## src/rtl/tdc_pkg.sv

```systemverilog
// rtl/tdc_pkg.sv - shared types, constants and width helper for the TDC encoder
package tdc_pkg;

  typedef enum logic [1:0] {
    DISARMED,
    WAIT_ZERO,
    ARMED,
    BUSY
  } tdc_state_t;

  localparam int TAPS_PER_CARRY4 = 4;

  // Fine count must represent 0..nt inclusive.
  function automatic int fine_width(input int nt);
    return $clog2(nt + 1);
  endfunction

endpackage

```

## src/rtl/tdc_thermo_encoder_if.sv

```systemverilog
// rtl/tdc_thermo_encoder_if.sv - timestamp output bundle between encoder and readout
interface tdc_thermo_encoder_if #(
  parameter int CW = 16,
  parameter int FW = 6
);

  logic          hit_valid;
  logic [CW-1:0] hit_coarse;
  logic [FW-1:0] hit_fine;
  logic          hit_ovf;

  modport master (output hit_valid, hit_coarse, hit_fine, hit_ovf);
  modport slave  (input  hit_valid, hit_coarse, hit_fine, hit_ovf);

endinterface

```

## src/rtl/tdc_group_popcount.sv

```systemverilog
// rtl/tdc_group_popcount.sv - ones count of the four taps of one CARRY4 cell
module tdc_group_popcount
  import tdc_pkg::*;
(
  input  logic [TAPS_PER_CARRY4-1:0] code,
  output logic [2:0]                 count
);

  always_comb begin
    count = '0;
    for (int i = 0; i < TAPS_PER_CARRY4; i++) begin
      count = count + 3'(code[i]);
    end
  end

endmodule

```

## src/rtl/tdc_thermo_encoder.sv

```systemverilog
// rtl/tdc_thermo_encoder.sv - carry-chain thermometer to timestamp encoder; TDC_BUBBLE_FILTER_EN selects the majority bubble filter
module tdc_thermo_encoder
  import tdc_pkg::*;
#(
  parameter int NCARRY4 = 8,
  parameter int CW      = 16,
  parameter int FW      = fine_width(TAPS_PER_CARRY4 * NCARRY4)
) (
  input  logic                                  clk,
  input  logic                                  reset,
  input  logic                                  enable,
  input  logic [TAPS_PER_CARRY4*NCARRY4-1:0]    taps,
  output logic                                  armed,
  tdc_thermo_encoder_if.master                  hit
);

  localparam int NT = TAPS_PER_CARRY4 * NCARRY4;

  (* ASYNC_REG = "TRUE" *) logic [NT-1:0] q1;
  (* ASYNC_REG = "TRUE" *) logic [NT-1:0] q2;
  logic [CW-1:0] cnt;
  logic [CW-1:0] c1;
  logic [CW-1:0] c2;

  tdc_state_t    state;
  logic          hit_now;

  logic [NT-1:0] corr;
  logic          a_valid;
  logic [NT-1:0] a_code;
  logic [CW-1:0] a_coarse;

  logic [2:0]    grp   [NCARRY4];
  logic [2:0]    b_cnt [NCARRY4];
  logic          b_valid;
  logic [CW-1:0] b_coarse;
  logic [FW-1:0] sum;

  // Coarse value rides alongside the taps so it stays aligned with q2.
  always_ff @(posedge clk) begin
    if (reset) begin
      q1  <= '0;
      q2  <= '0;
      cnt <= '0;
      c1  <= '0;
      c2  <= '0;
    end else begin
      q1  <= taps;
      q2  <= q1;
      cnt <= cnt + CW'(1);
      c1  <= cnt;
      c2  <= c1;
    end
  end

  assign hit_now = (state == ARMED) && q2[0];

  always_ff @(posedge clk) begin
    if (reset) begin
      state <= DISARMED;
      armed <= 1'b0;
    end else if (!enable) begin
      state <= DISARMED;
      armed <= 1'b0;
    end else begin
      case (state)
        DISARMED: begin
          state <= WAIT_ZERO;
          armed <= 1'b0;
        end
        WAIT_ZERO: begin
          if (q2 == '0) begin
            state <= ARMED;
            armed <= 1'b1;
          end else begin
            armed <= 1'b0;
          end
        end
        ARMED: begin
          if (q2[0]) begin
            state <= BUSY;
            armed <= 1'b0;
          end else begin
            armed <= 1'b1;
          end
        end
        default: begin
          state <= WAIT_ZERO;
          armed <= 1'b0;
        end
      endcase
    end
  end

`ifdef TDC_BUBBLE_FILTER_EN
  logic [NT+1:0] ext;

  // Padding: below tap 0 reads as 1, above the last tap reads as 0.
  always_comb begin
    ext  = {1'b0, q2, 1'b1};
    corr = '0;
    for (int i = 0; i < NT; i++) begin
      corr[i] = (ext[i] & ext[i+1]) | (ext[i] & ext[i+2]) | (ext[i+1] & ext[i+2]);
    end
  end
`else
  always_comb begin
    corr = q2;
  end
`endif

  always_ff @(posedge clk) begin
    if (reset) begin
      a_valid  <= 1'b0;
      a_code   <= '0;
      a_coarse <= '0;
    end else begin
      a_valid <= hit_now;
      if (hit_now) begin
        a_code   <= corr;
        a_coarse <= c2;
      end
    end
  end

  for (genvar g = 0; g < NCARRY4; g++) begin : g_pop
    tdc_group_popcount u_pop (
      .code  (a_code[g*TAPS_PER_CARRY4 +: TAPS_PER_CARRY4]),
      .count (grp[g])
    );
  end

  always_ff @(posedge clk) begin
    if (reset) begin
      b_valid  <= 1'b0;
      b_coarse <= '0;
      for (int g = 0; g < NCARRY4; g++) begin
        b_cnt[g] <= '0;
      end
    end else begin
      b_valid  <= a_valid;
      b_coarse <= a_coarse;
      for (int g = 0; g < NCARRY4; g++) begin
        b_cnt[g] <= grp[g];
      end
    end
  end

  always_comb begin
    sum = '0;
    for (int g = 0; g < NCARRY4; g++) begin
      sum = sum + FW'(b_cnt[g]);
    end
  end

  always_ff @(posedge clk) begin
    if (reset) begin
      hit.hit_valid  <= 1'b0;
      hit.hit_coarse <= '0;
      hit.hit_fine   <= '0;
      hit.hit_ovf    <= 1'b0;
    end else begin
      hit.hit_valid <= b_valid;
      if (b_valid) begin
        hit.hit_coarse <= b_coarse;
        hit.hit_fine   <= sum;
        hit.hit_ovf    <= (sum == FW'(NT));
      end
    end
  end

endmodule

```

## src/flat_wrapper.sv

```systemverilog
// flat-port wrapper written by rule: the top's interface ports become plain ports
module tdc_thermo_encoder_flat import tdc_pkg::*;
#(
  parameter int NCARRY4 = 8,
  parameter int CW      = 16,
  parameter int FW      = fine_width(TAPS_PER_CARRY4 * NCARRY4)
)
  (clk, reset, enable, taps, armed, hit_hit_valid, hit_hit_coarse, hit_hit_fine, hit_hit_ovf);
  tdc_thermo_encoder_if #(.CW(CW), .FW(FW)) hit_i ();
  input  logic clk;
  input  logic reset;
  input  logic enable;
  input  logic [TAPS_PER_CARRY4*NCARRY4-1:0] taps;
  output logic armed;
  output wire logic [$bits(hit_i.hit_valid)-1:0] hit_hit_valid;
  output wire logic [$bits(hit_i.hit_coarse)-1:0] hit_hit_coarse;
  output wire logic [$bits(hit_i.hit_fine)-1:0] hit_hit_fine;
  output wire logic [$bits(hit_i.hit_ovf)-1:0] hit_hit_ovf;
  assign hit_hit_valid = hit_i.hit_valid;
  assign hit_hit_coarse = hit_i.hit_coarse;
  assign hit_hit_fine = hit_i.hit_fine;
  assign hit_hit_ovf = hit_i.hit_ovf;
  tdc_thermo_encoder #(.NCARRY4(NCARRY4), .CW(CW), .FW(FW)) u_core (.clk(clk), .reset(reset), .enable(enable), .taps(taps), .armed(armed), .hit(hit_i));
endmodule
```

## config.mk

```make
export PLATFORM = sky130hd
export DESIGN_NAME = tdc_thermo_encoder_flat
export DESIGN_NICKNAME = d
export VERILOG_FILES = /design/src/rtl/tdc_pkg.sv /design/src/rtl/tdc_thermo_encoder_if.sv /design/src/rtl/tdc_group_popcount.sv /design/src/rtl/tdc_thermo_encoder.sv /design/src/flat_wrapper.sv
export SDC_FILE = /design/constraint.sdc
export NUM_CORES = 1
export LEC_CHECK = 0
export ABC_AREA = 1
export CORE_ASPECT_RATIO = 0.9
export CORE_MARGIN = 2
export CORE_UTILIZATION = 40
export CTS_CLUSTER_SIZE = 30
export DETAILED_ROUTE_END_ITERATION = 7
export GPL_ROUTABILITY_DRIVEN = 0
export PLACE_DENSITY_LB_ADDON = 0.05
export SLEW_MARGIN = 30
export SYNTH_ARGS = -nofsm -noshare
export SYNTH_HDL_FRONTEND = slang
export SYNTH_SLANG_ARGS = --single-unit
export TNS_END_PERCENT = 5
```

## constraint.sdc

```tcl
create_clock -name clk -period 9.85 [get_ports clk]
set_clock_uncertainty 0.2 [all_clocks]
set_input_delay 1.97 -clock clk [delete_from_list [all_inputs] [get_ports clk]]
set_output_delay 1.97 -clock clk [all_outputs]
set_load 0.01 [all_outputs]
```

==> results by group, run 1 <==
Floorplan
  • Starting Density: 0.404
  • Standard cell core area: 20600 um^2
  • IO Count: 60
  • Die footprint: 22000 um^2
  • Rows: 50
  • Die Y-Extent: 141 um
  • Die X: 156 um

Setup path
  • Crit path max-delay cell type: sky130_fd_sc_hd__fa_1
  • CP endpoint kind: flip-flop
  • Worst path top cell family by delay: adder cells
  • Critical Path, Cell by Cell: ha_1 -> fa_1 -> xor2_1 -> fa_1 -> inv_1 -> fa_1 -> fa_1 -> inv_1 -> fa_1 -> inv_1 -> fa_1 -> nand3b_1 -> nand2_1 -> a21oi_1 -> o21ai_0 -> nor2_1 -> nor2_1 -> nor2_1
  • Worst setup path category: flip-flop to flip-flop
  • Most repeated library cell on the critical path: sky130_fd_sc_hd__fa_1
  • Required time of the critical path: 10.01 ns
  • Sum of buffers and inverters on the critical path: 3
  • Type of origin of the critical path: flip-flop
  • Maximum cell stage delay along the critical path: 0.56 ns
  • Worst EP arrival: 5.01 ns
  • Critical path peak fanout: 2

Global route
  • Global-route wire length before repair: 24.3 mm
  • Antenna violations before repair: 0
  • Total global routing overflow: 0
  • Pin count of the biggest net entering global routing: 90
  • Vias in the first global route: 5042
  • Combined global-route utilization of all metal layers: 0.133

Finish
  • Area growth from synthesis to layout: 19.5%
  • Fill cells: 2061
  • Proportion of layout cells with a drive suffix above 1: 0.0528
  • Area taken by multi-input logic gates: 2770 um^2
  • Flip-flop and latch area: 4580 um^2
  • Antenna diode instance count: 0
  • Post-layout nets: 1095
  • Layout Cells excl Fill: 1282

Logic synthesis
  • Ys async rst share: 0
  • Synthesized netlist net count: 1044
  • Synth Warn #: 0
  • Avg Synthesized Cell Area: 8.74 um^2
  • Primary FF master, synth: sky130_fd_sc_hd__dfxtp_1
  • Syn Inst Count: 954
  • Proportion of netlist area held by the largest area contributor: 0.550
  • Largest cells by area after synthesis: sky130_fd_sc_hd__dfxtp_1 (55%), sky130_fd_sc_hd__nor2_1 (10%), sky130_fd_sc_hd__inv_1 (9.8%), sky130_fd_sc_hd__fa_1 (5.3%), sky130_fd_sc_hd__ha_1 (4.9%)
  • Fraction of the yosys area taken by sequential cells: 0.550
  • Flop and latch count out of synthesis: 229
  • EDFF count, synth: 0
  • Number of unique standard cell types used by synthesis: 34
  • Combined area of all synthesized cells: 8340 um^2
  • Cell type with the largest total area after synthesis: sky130_fd_sc_hd__dfxtp_1

Power
  • PD cells: 199 nW/um^2
  • Combinational Power Share: 0.034
  • Switching component of the power: 396 uW
  • Switching power as a share of total power: 0.199
  • P_leak: 4.50 nW
  • Total power: 1.98 mW
  • Pint: 1.59 mW
  • Part of the total power dissipated in sequential elements: 0.481
  • VDD IR-drop max: 0.103 mV
  • Part of the power in the clock network: 0.485

Timing
  • Minimum period implied by the final worst setup slack: 4.85 ns
  • Pins over their slew limit: 0
  • Transition at the pin with the smallest max-transition slack: 0.944 ns
  • Final clock period utilization by the worst path: 0.492
  • Final TNS setup: 0 ns
  • Normalized max-slew margin: 0.371
  • Maximum operating frequency: 0.206 GHz
  • Setup repair after global routing missed its margin: false
  • Count of endpoints failing setup in the final report: 0
  • Final Hold Viols: 0

Job
  • Max_cap viols: 0

Clocking
  • Clk sinks: 229
  • Hold-fix buffers, CTS: 0
  • CTS Buffer Depth: 3
  • Post-CTS repair timing setup buffer count: 0
  • Clock Pin Slew Worst Setup and Hold Paths: 0.06 ns
  • CTS tree: yes
  • Number of buffers added by the clock tree synthesis step: 24
  • Clock Root Buffer: sky130_fd_sc_hd__clkbuf_16
  • Post_cts resized: 0
  • CTS HTree Levels: 1
  • Insertion delay of the later-clocked pin in the worst-skew pair: 0.51 ns

Hold path
  • Class of the most critical hold timing path: flip-flop to flip-flop

Routing
  • Routed via count divided by cell count: 4.17
  • Detailed Routing Iterations Pass 1: 4
  • Overall routed net length: 13.8 mm
  • Number of DRC violations after detailed-routing iteration 0: 197
  • Vias post-DR: 5340
  • Residual antenna-violating net count after detailed routing: 0
  • DRC viols: 0
  • Detail-routed net length per standard cell: 10.8 um

Placement
  • Quantity of I/O buffers inserted on ports: 59
  • Number of placed instances, taps included: 1239
  • Half-perimeter wire length after placement: 9.15 mm

Run status
  • Run status: finished, final reports clean
## worst reg2reg max path: stages, from the launching register on
cell	delay, ns
sky130_fd_sc_hd__dfxtp_1	0.30
sky130_fd_sc_hd__ha_1	0.22
sky130_fd_sc_hd__fa_1	0.43
sky130_fd_sc_hd__xor2_1	0.17
sky130_fd_sc_hd__fa_1	0.54
sky130_fd_sc_hd__inv_1	0.06
sky130_fd_sc_hd__fa_1	0.50
sky130_fd_sc_hd__fa_1	0.54
sky130_fd_sc_hd__inv_1	0.05
sky130_fd_sc_hd__fa_1	0.56
sky130_fd_sc_hd__inv_1	0.06
sky130_fd_sc_hd__fa_1	0.45
sky130_fd_sc_hd__nand3b_1	0.17
sky130_fd_sc_hd__nand2_1	0.08
sky130_fd_sc_hd__a21oi_1	0.06
sky130_fd_sc_hd__o21ai_0	0.13
sky130_fd_sc_hd__nor2_1	0.07
sky130_fd_sc_hd__nor2_1	0.08
sky130_fd_sc_hd__nor2_1	0.04
## Yosys cell counts (3+ instances only)
cell type                  count
sky130_fd_sc_hd__inv_1       218
sky130_fd_sc_hd__fa_1         22
sky130_fd_sc_hd__buf_2        19
sky130_fd_sc_hd__nand4_1       3
sky130_fd_sc_hd__nor3_1        6
sky130_fd_sc_hd__o21ai_0      57
sky130_fd_sc_hd__nor2_1      229
sky130_fd_sc_hd__clkbuf_1     14
sky130_fd_sc_hd__dfxtp_1     229
sky130_fd_sc_hd__nand3_1      10
sky130_fd_sc_hd__a21oi_1      44
sky130_fd_sc_hd__o22a_1       16
sky130_fd_sc_hd__ha_1         33
sky130_fd_sc_hd__nand2_1      28
## cell usage in the layout, fill, tap and decap left out, types with 2 or more instances in the layout
cell type / count
sky130_fd_sc_hd__o21ai_0: 57
sky130_fd_sc_hd__clkbuf_8: 6
sky130_fd_sc_hd__nand2_1: 28
sky130_fd_sc_hd__a21oi_1: 44
sky130_fd_sc_hd__nand2_2: 2
sky130_fd_sc_hd__buf_4: 3
sky130_fd_sc_hd__nand3_1: 10
sky130_fd_sc_hd__clkdlybuf4s50_1: 58
sky130_fd_sc_hd__nand3b_1: 2
sky130_fd_sc_hd__inv_1: 217
sky130_fd_sc_hd__nand4_1: 3
sky130_fd_sc_hd__fa_1: 22
sky130_fd_sc_hd__nand2_4: 2
sky130_fd_sc_hd__clkbuf_16: 25
sky130_fd_sc_hd__nor3_1: 6
sky130_fd_sc_hd__o22a_1: 16
sky130_fd_sc_hd__clkbuf_1: 6
sky130_fd_sc_hd__o21ai_1: 2
sky130_fd_sc_hd__dfxtp_1: 229
sky130_fd_sc_hd__ha_1: 33
sky130_fd_sc_hd__inv_2: 3
sky130_fd_sc_hd__bufinv_16: 4
sky130_fd_sc_hd__nor2_4: 2
sky130_fd_sc_hd__nor2_1: 229
## power by group through the flow
stage               registers [mW]  clock network [mW]  logic (mW)
finish                       0.954               0.962      0.0681
global route                 0.955                1.03      0.0808
CTS                          0.954               0.994      0.0701
detailed placement           0.974                   0      0.0698
global placement             0.974                   0      0.0699
floorplan                    0.972                   0      0.0458
## sequential cells by signal, indices dropped and copies added, names as in the netlist
signal                 cells
u_core.a_code             32
u_core.q1                 32
u_core.q2                 32
u_core.b_cnt              24
u_core.a_coarse           16
u_core.b_coarse           16
u_core.c1                 16
u_core.c2                 16
u_core.cnt                16
u_core.hit.hit_coarse     16
u_core.hit.hit_fine        6
u_core.state               2
u_core.a_valid             1
u_core.armed               1
u_core.b_valid             1
u_core.hit.hit_ovf         1
u_core.hit.hit_valid       1
## cells by family after synthesis
family,after synthesis,share of synthesized area
AOI/OAI and AO/OA,124,0.0831
adders and majority gates,55,0.102
DFF,229,0.550
xor gates and xnor gates,2,0.00210
and+or+nand+nor,288,0.144
buffers and inverters,256,0.119
## worst paths after layout
check	from	endpoint	slack, ns	depth (start not counted)
worst max-delay path	u_core.b_cnt[0][0]	u_core.hit.hit_ovf	5.00	18
worst min-delay path	u_core.q1[16]	u_core.q2[16]	0.20	2
worst max register to register	u_core.b_cnt[0][0]	u_core.hit.hit_ovf	5.00	18
worst min register to register	u_core.q1[16]	u_core.q2[16]	0.20	2
## routing by layer
layer,track usage,vias to the layer above,part of all wire
li1,-,2951,-
met1,0.206,2273,0.58
met2,0.182,85,0.36
met3,0.0258,31,0.036
met4,0.0420,0,0.029
met5,0,-,0
## metrics by stage
step	hold slack, ns	util	cell area (um^2)	worst slack (ns)
detailed placement	0.192	0.441	9110	4.98
finish	0.197	0.483	9970	5.00
global placement	0.191	0.441	9110	4.98
floorplan	0.188	-	8340	5.20
global route	0.212	0.483	9970	4.68
CTS	0.199	0.483	9970	4.97
## layout make-up
type,count,area share
inverter,220,0.0828
sequential,229,0.460
clock buffer,37,0.0733
tap,260,0.0326
timing repair buffer,61,0.0605
multi-input combinational,469,0.278
clock inverter,6,0.0134
(Power assumes the default switching activity.)
==> run 2: changes to the inputs <==
==> constraint.sdc (replaced) <==
create_clock -name clk -period 4.9 [get_ports clk]
set_clock_uncertainty 0.2 [all_clocks]
set_input_delay 0.98 -clock clk [delete_from_list [all_inputs] [get_ports clk]]
set_output_delay 0.98 -clock clk [all_outputs]
set_load 0.01 [all_outputs]
==> run 2 against run 1 <==
Final area up 0.20%. Critical path depth unchanged. Fmax up 5.2%. Non-clock buffer count up 1. Via count down 0.82%. Worst hold slack worse by 0.00082 ns. Cell count up 0.23%. Die area unchanged. First-iteration DRC count up 30%. Clock-buffer cell count down 4. Register-to-register slack worse by 4.7 ns. Utilization up 0.097 points. Critical endpoint unchanged. Largest cell class unchanged. Largest power group unchanged.
==> results by group, run 2 (synthesized netlist as in run 1, its figures left out) <==
Power
  • PD cells: 401 nW/um^2 (+100%)
  • P_leak: 4.50 nW (+0.17%)
  • VDD IR-drop max: 0.188 mV (+83%)

Floorplan
  • Die X: 156 um (unchanged)
  • Standard cell core area: 20600 um^2 (unchanged)
  • Die footprint: 22000 um^2 (unchanged)
  • Rows: 50 (unchanged)
  • IO Count: 60 (unchanged)
  • Die Y-Extent: 141 um (unchanged)
  • Starting Density: 0.404 (unchanged)

Clocking
  • Clock Root Buffer: sky130_fd_sc_hd__clkbuf_16
  • CTS tree: yes
  • Number of buffers added by the clock tree synthesis step: 25 (+4.2%)
  • Clock Pin Slew Worst Setup and Hold Paths: 0.06 ns (about the same)
  • Insertion delay of the later-clocked pin in the worst-skew pair: 0.50 ns (about the same)
  • Hold-fix buffers, CTS: 0 (unchanged)
  • CTS HTree Levels: 1 (unchanged)
  • Clk sinks: 229 (unchanged)
  • CTS Buffer Depth: 3 (unchanged)

Finish
  • Antenna diode instance count: 0 (unchanged)
  • Layout Cells excl Fill: 1285 (+0.23%)
  • Area growth from synthesis to layout: 19.8%
  • Leading cell types in the layout, fill and taps excluded: sky130_fd_sc_hd__nor2_1 (229), sky130_fd_sc_hd__dfxtp_1 (229), sky130_fd_sc_hd__inv_1 (217)
  • Post-layout nets: 1097 (+0.18%)
  • Proportion of layout cells with a drive suffix above 1: 0.0605 (+0.00765)
  • Area taken by multi-input logic gates: 2770 um^2 (+0.18%)
  • Fill cells: 2055 (-0.29%)
  • Biggest registers after layout: u_core.a_code (32), u_core.q1 (32), u_core.q2 (32)
  • Flip-flop and latch area: 4580 um^2 (unchanged)

Placement
  • Half-perimeter wire length after placement: 9.52 mm (+4.0%)
  • Number of placed instances, taps included: 1240 (+0.081%)
  • Quantity of I/O buffers inserted on ports: 59 (unchanged)

Setup path
  • Worst path top cell family by delay: adder cells
  • Critical Path, Cell by Cell: ha_2 -> fa_1 -> xor2_1 -> fa_1 -> inv_1 -> fa_1 -> fa_1 -> inv_1 -> fa_1 -> inv_1 -> fa_2 -> nand3b_1 -> nand2_1 -> a21oi_1 -> o21ai_1 -> nor2_1 -> nor2_1 -> nor2_1
  • CP endpoint kind: flip-flop
  • Instance count on the critical path: 18 (unchanged)
  • Required time of the critical path: 5.07 ns (-4.94 ns)
  • Worst setup path category: flip-flop to flip-flop
  • Critical path peak fanout: 2 (unchanged)
  • Most repeated library cell on the critical path: sky130_fd_sc_hd__fa_1
  • Worst EP arrival: 4.78 ns (-0.23 ns)
  • Sum of buffers and inverters on the critical path: 3 (unchanged)
  • Count of cells along the worst register-to-register path: 18 (unchanged)
  • Type of origin of the critical path: flip-flop
  • Maximum cell stage delay along the critical path: 0.54 ns (-0.02 ns)
  • Crit path max-delay cell type: sky130_fd_sc_hd__fa_1

Timing
  • Maximum operating frequency: 0.217 GHz (+5.2%)
  • Final clock period utilization by the worst path: 0.940 (+0.448)
  • Normalized max-slew margin: 0.433 (+0.0626)
  • Minimum period implied by the final worst setup slack: 4.61 ns (-0.241 ns)
  • Pins over their slew limit: 0 (unchanged)
  • Setup repair after global routing missed its margin: false
  • Worst hold slack: 0.197 ns (-0.000818 ns)
  • Transition at the pin with the smallest max-transition slack: 0.849 ns (-0.0951 ns)
  • Final TNS setup: 0 ns (unchanged)
  • Count of endpoints failing setup in the final report: 0 (unchanged)
  • Final Hold Viols: 0 (unchanged)

Routing
  • Number of DRC violations after detailed-routing iteration 0: 256 (+30%)
  • Vias post-DR: 5296 (-0.82%)
  • Detail-routed net length per standard cell: 11.1 um (+2.9%)
  • DRC viols: 0 (unchanged)
  • Detailed Routing Iterations Pass 1: 4 (unchanged)
  • Residual antenna-violating net count after detailed routing: 0 (unchanged)
  • Overall routed net length: 14.3 mm (+3.2%)
  • Routed via count divided by cell count: 4.12 (-1.1%)

Global route
  • Antenna violations before repair: 0 (unchanged)
  • Total global routing overflow: 0 (unchanged)
  • GR Util met2: 0.177 (-0.00559)
  • Vias in the first global route: 4826 (-4.3%)
  • Combined global-route utilization of all metal layers: 0.135 (+0.00257)
  • Pin count of the biggest net entering global routing: 70 (-22%)
  • Global-route wire length before repair: 24.5 mm (+0.65%)
  • Global-route met3 utilization: 0.0286 (+0.00277)
  • Grt met1 use: 0.218 (+0.0123)
  • Layer with the highest usage after global routing: met1

Hold path
  • Class of the most critical hold timing path: flip-flop to flip-flop
  • Hold path depth: 2 (unchanged)

Job
  • Max_cap viols: 0 (unchanged)

Run status
  • Run status: finished, final reports clean
run 2: stage by stage:
step                      total power [mW]  area, um^2  setup slack (ns)   util
after floorplan                       2.05        8340             0.255      -
final                                 4.01        9990             0.293  0.484
after global placement                2.10        9110            0.0458  0.441
after global routing                  4.17        9990            0.0357  0.484
after detailed placement              2.10        9110            0.0172  0.441
after CTS                             4.07        9980            0.0168  0.484
run 2: routing by layer:
layer / up-vias / share of wire / wire length (um)
li1: 2957 / - / -
met1: 2234 / 0.59 / 8400
met2: 79 / 0.35 / 4940
met3: 26 / 0.039 / 560
met4: 0 / 0.026 / 372
met5: - / 0 / 0
run 2: final cells by class:
type,count,share of cell area
tap,260,0.0326
clock buffer,33,0.0706
inverter,220,0.0828
multi-input combinational,469,0.278
clock inverter,12,0.0165
sequential,229,0.459
timing repair buffer,62,0.0611
run 2: timing repair:
action                     CTS  global route
gates resized for setup      0             3
buffers inserted             0             0
setup endpoints to repair    0             2
run 2: worst min-delay path, delay by kind of cell (launching register included):
| kind | cells | cell delay, ns |
|---|---|---|
| flops | 1 | 0.29 |
| buf+inv | 1 | 0.04 |
| simple gates | 1 | 0.03 |
run 2: path summary, 6_finish.rpt:
| kind | slack, ns | to | from |
|---|---|---|---|
| hold / removal | 0.20 | u_core.q2[23] | u_core.q1[23] |
| setup / recovery | 0.29 | u_core.hit.hit_ovf | u_core.b_cnt[0][0] |
| setup reg to reg | 0.29 | u_core.hit.hit_ovf | u_core.b_cnt[0][0] |
| hold reg to reg | 0.20 | u_core.q2[23] | u_core.q1[23] |
run 2: where the power goes:
group          total, mW  internal, mW  leakage [nW]  switching [mW]
Combinational      0.139        0.0598          2.21          0.0790
Sequential          1.92          1.90          1.86          0.0163
Clock               1.95          1.22         0.428           0.730
Total               4.01          3.18          4.50           0.826
